===== config.mk =====
export PLATFORM = sky130hd
export DESIGN_NAME = pixread
export DESIGN_NICKNAME = d
export VERILOG_FILES = /design/src/rtl/pixread.sv
export SDC_FILE = /design/constraint.sdc
export NUM_CORES = 1
export LEC_CHECK = 0
export ABC_AREA = 1
export ABC_CLOCK_PERIOD_IN_PS = 4150
export BUFFER_PORTS_ARGS = -buffer_cell sky130_fd_sc_hd__buf_2
export CORE_MARGIN = 2
export CORE_UTILIZATION = 55
export DETAILED_ROUTE_END_ITERATION = 8
export PLACE_DENSITY = 0.88
export SYNTH_ARGS = -nofsm -noshare
export SYNTH_HDL_FRONTEND = slang
export SYNTH_SLANG_ARGS = --single-unit

===== constraint.sdc =====
create_clock -name clk -period 4.15 [get_ports clk]
set_input_delay 0.2075 -clock clk [delete_from_list [all_inputs] [get_ports clk]]
set_output_delay 0.2075 -clock clk [all_outputs]
set_load 0.02 [all_outputs]

===== src/rtl/pixread.sv =====
// Streams the captured RGB565 words of the pixel line buffer (addresses 1..end_addr) to the
// ball detector over valid/ready, with unpacked colour fields and a threshold hit flag.
module pixread #(
   parameter logic [4:0] R_MIN = 5'd20,
   parameter logic [5:0] G_MAX = 6'd24,
   parameter logic [4:0] B_MAX = 5'd12
) (
   input  logic        clk,
   input  logic        rst,
   input  logic        start,
   input  logic [11:0] end_addr,
   output logic        rd_en,
   output logic [11:0] rd_addr,
   input  logic [15:0] rd_data,
   output logic        out_valid,
   input  logic        out_ready,
   output logic [15:0] out_pix,
   output logic [4:0]  out_r,
   output logic [5:0]  out_g,
   output logic [4:0]  out_b,
   output logic        out_hit,
   output logic [11:0] out_idx,
   output logic        out_last,
   output logic        busy,
   output logic        done
);

   localparam logic [1:0] S_IDLE  = 2'd0;
   localparam logic [1:0] S_READ  = 2'd1;
   localparam logic [1:0] S_DRAIN = 2'd2;
   localparam int         DEPTH   = 4;

   logic [1:0]       state_q, state_d;
   logic [11:0]      end_q, end_d;
   logic [11:0]      addr_q, addr_d;
   logic             done_q, done_d;
   logic             rvld_q;
   logic [11:0]      ridx_q;

   logic [15:0]      pix_q [DEPTH];
   logic [11:0]      idx_q [DEPTH];
   logic [DEPTH-1:0] last_q;
   logic [DEPTH-1:0] wr_sel;
   logic [1:0]       wptr_q, wptr_d;
   logic [1:0]       rptr_q, rptr_d;
   logic [2:0]       count_q, count_d;

   logic [3:0]       credit_used;
   logic             issue;
   logic             push;
   logic             pop;

   // Words already buffered plus the one returning from the RAM this cycle must leave
   // room for another read, so the FIFO can never overflow.
   assign credit_used = {1'b0, count_q} + {3'b000, rvld_q};
   assign issue       = (state_q == S_READ) && (credit_used < 4'd4);
   assign push        = rvld_q;
   assign pop         = out_valid && out_ready;

   assign rd_en   = issue;
   assign rd_addr = addr_q;

   // ------------------------------------------------------------------ control FSM
   always_comb begin
      state_d = state_q;
      end_d   = end_q;
      addr_d  = addr_q;
      done_d  = 1'b0;
      case (state_q)
         S_IDLE: begin
            if (start) begin
               end_d = end_addr;
               if (end_addr == 12'd0) begin
                  done_d = 1'b1;
               end else begin
                  state_d = S_READ;
                  addr_d  = 12'd1;
               end
            end
         end
         S_READ: begin
            // Address holds at end_addr after the final issue so it never wraps to 0.
            if (issue) begin
               if (addr_q == end_q) begin
                  state_d = S_DRAIN;
               end else begin
                  addr_d = addr_q + 12'd1;
               end
            end
         end
         S_DRAIN: begin
            if (pop && out_last) begin
               state_d = S_IDLE;
               done_d  = 1'b1;
            end
         end
         default: state_d = S_IDLE;
      endcase
   end

   always_ff @(posedge clk) begin
      if (rst) begin
         state_q <= S_IDLE;
         end_q   <= 12'd0;
         addr_q  <= 12'd0;
         done_q  <= 1'b0;
         rvld_q  <= 1'b0;
         ridx_q  <= 12'd0;
      end else begin
         state_q <= state_d;
         end_q   <= end_d;
         addr_q  <= addr_d;
         done_q  <= done_d;
         rvld_q  <= issue;
         if (issue) begin
            ridx_q <= addr_q;
         end
      end
   end

   // ------------------------------------------------------------------ output FIFO
   generate
      for (genvar gi = 0; gi < DEPTH; gi++) begin : g_wr_sel
         assign wr_sel[gi] = push && (wptr_q == 2'(gi));
      end
   endgenerate

   always_comb begin
      wptr_d  = push ? wptr_q + 2'd1 : wptr_q;
      rptr_d  = pop  ? rptr_q + 2'd1 : rptr_q;
      count_d = count_q;
      case ({push, pop})
         2'b10:   count_d = count_q + 3'd1;
         2'b01:   count_d = count_q - 3'd1;
         default: count_d = count_q;
      endcase
   end

   always_ff @(posedge clk) begin
      if (rst) begin
         wptr_q  <= 2'd0;
         rptr_q  <= 2'd0;
         count_q <= 3'd0;
      end else begin
         wptr_q  <= wptr_d;
         rptr_q  <= rptr_d;
         count_q <= count_d;
      end
   end

   // Payload storage needs no reset: entries are only visible while count_q covers them.
   always_ff @(posedge clk) begin
      for (int i = 0; i < DEPTH; i++) begin
         if (wr_sel[i]) begin
            pix_q[i]  <= rd_data;
            idx_q[i]  <= ridx_q;
            last_q[i] <= (ridx_q == end_q);
         end
      end
   end

   assign out_valid = (count_q != 3'd0);
   assign out_pix   = pix_q[rptr_q];
   assign out_idx   = idx_q[rptr_q];
   assign out_last  = last_q[rptr_q];
   assign out_r     = out_pix[15:11];
   assign out_g     = out_pix[10:5];
   assign out_b     = out_pix[4:0];
   assign out_hit   = (out_r >= R_MIN) && (out_g <= G_MAX) && (out_b <= B_MAX);

   assign busy = (state_q != S_IDLE);
   assign done = done_q;

endmodule


==> qor.csv <==
metric;value;unit
status;completed;
yosysTopAreaCell;edfxtp_1;
drt-wirelength-per-cell;16.7;um
yosysWarnings;0;
root_buffer;clkbuf_16;
numClockSinks;165;
drt-pass1-iter-count;5;
start_util;0.563;
relSlewSlack;0.336;
criticalPathCategory;flop to output pin;
post_cts_buffers;0;
endpoint_kind;output pin;
skew;7.60;ps
yosys.area_share.simple;0.140;
slowest_delay;590;ps
finalHoldViolations;0;
cp_max_fo;50;
area_delta_synth_final;17.3;%
synth_fa_ha_area_frac;0.0134;
crit_slowest_cell;inv_2;
rsz0062_at_grt;false;
synth_top_area_frac;0.492;
synth.area.top_cells;edfxtp_1 (49%), dfxtp_1 (14%), o21ai_0 (6.4%);
grt_max_degree;63;
setup_tns;0;ps
ys_types;29;
maxSlewViolCount;0;
place.gp.congestion;0.891;
crit_chain;inv_2 -> o21ai_0 -> o22ai_1 -> nand3_1 -> a21oi_1 -> nand2_1 -> nor2_1 -> buf_2;
drc;0;
overflow;0;
coreArea;12600;sq um
synth-seq-cells;165;
drive_gt1_frac;0.175;
routed_via_density;5.54;
dp_hpwl;10000;um
max-vdd-ir-drop;0.279;mV
p_leak;3.28;nW
timing.fmax;0.364;GHz
fin_nets;838;
hp-class;input pin to flop;
h-tree-depth;4;
dieArea;13800;sq um
crit_buf_inv;2;
setup_viol;0;
synth-xor-area-share;0.0124;
worst-endpoint-arrival;2540;ps
synth_top_family_by_area;simple AND/OR/NAND/NOR gates;
max_cap_viol_count;0;
cp.required;3940;ps
routed_wl;16400;um
path_clk_slew;70;ps
grt_pass1_vias;5137;
antenna_found_initial;0;
rows;41;
yosysSeqAreaShare;0.631;
netlist_instances;712;
numCtsBuffers;17;
fin_crit;2750;ps
synth_area_per_cell;9.94;sq um
synth_compound_area_frac;0.126;
grt_pass1_wl;26100;um
syn-num-nets;751;
gr-usage-all-layers;0.243;
insertion_delay;430;ps
period_share;0.662;
cts-resized-gates;0;
port_buffers;93;
tightestPinTransition;995;ps
p_per_area;552;nW/um^2
synthesis.area;7070;sq um
start_kind;flop;
cts_max_path_buffers;2;
drt_iter0_drc;523;
vias;5455;
fin_hold_ws;9.58;ps
layout_common_cells;edfxtp_1 (116), nand2_1 (102), buf_2 (93);
antenna_cells;0;
muxShareOfSynthArea;0;
finalPower;0.00458;W
dieWidth;117;um
crit_family;buffers and inverters;
final_antenna_net_count;0;
die_y;117;um
cts_tree;yes;
top_level_ports;94;
layout_commonest_cell;edfxtp_1;
[metal layers]
layer / global-route usage / vias to the layer above / part of all wire
met5: 0 / - / 0
met4: 0.100 / 0 / 0.019
met3: 0.0613 / 29 / 0.072
met2: 0.410 / 249 / 0.50
met1: 0.300 / 2596 / 0.41
li1: - / 2581 / -
[state kept, by name, summed over array words and instances (netlist names), named ones only]
register / count
state_q: 2
last_q: 4
idx_q: 48
pix_q: 64
ridx_q: 12
end_q: 12
rptr_q: 2
done: 1
count_q: 3
wptr_q: 2
rd_addr: 12
push: 1
[synth_stat cells]
cell type  count
nand2_1      102
nor3_1         1
edfxtp_1     116
nor2_1        92
inv_1         69
nor2_2         4
inv_2          4
buf_6          1
a21oi_1       55
nand3_1       31
xor2_1         2
nand3b_1       1
or2_4          1
fa_1           1
o22ai_1       17
ha_1           6
xnor2_1        8
clkbuf_1      15
clkbuf_2       1
o22a_1         3
dfxtp_1       49
a31oi_1        1
nor4_1         1
buf_2          9
o21ai_0       90
o211ai_1       4
buf_4         20
nor2_4         1
nand4_1        7
[repair_timing]
item / CTS / global route
setup endpoints to repair: 0 / 0
hold buffers: 14 / 1
endpoints found under the hold margin: 56 / 4
[through the flow]
stage	setup slack (ps)	cell area (sq um)	cells	utilization
after global routing	1180	8300	984	0.660
after global placement	2110	7530	937	0.599
after floorplan	2180	7070	712	-
final	1400	8300	984	0.660
after CTS	1430	8290	983	0.660
after detailed placement	1940	7530	937	0.599
[final timing paths]
path                        endpoint               startpoint  slack (ps)  cells past startpoint
max                          out_hit                     flop        1400                      8
min            pix_q[2][6]$_DFFE_PP_               rd_data[6]          10                      1
max reg2reg  rd_addr[7]$_SDFFE_PP0P_  rd_addr[0]$_SDFFE_PP0P_        1990                     10
min reg2reg  count_q[2]$_SDFFE_PP0P_  count_q[2]$_SDFFE_PP0P_         500                      2
[where the power goes]
part           leakage [nW]  switching [W]  internal, W  total (W)
Sequential             1.47      0.0000833      0.00187    0.00195
Combinational          1.51       0.000710     0.000306    0.00102
Clock                 0.296       0.000704     0.000915    0.00162
[cells by family after synthesis]
family,Yosys count
flip-flops,165
XOR/XNOR,10
AO/OA/AOI/OAI,170
adder cells (fa/ha/maj),7
buffers and inverters,119
AND/OR/NAND/NOR,241
[final cells by class]
class,instances,area (sq um)
Sequential cell,165,4470
Multi-Input combinational cell,428,2070
Tap cell,172,215
Timing Repair Buffer,114,661
Fill cell,924,4270
Clock inverter,15,191
Clock buffer,17,425
Inverter,73,274
Power figures use the tool's default switching activity.
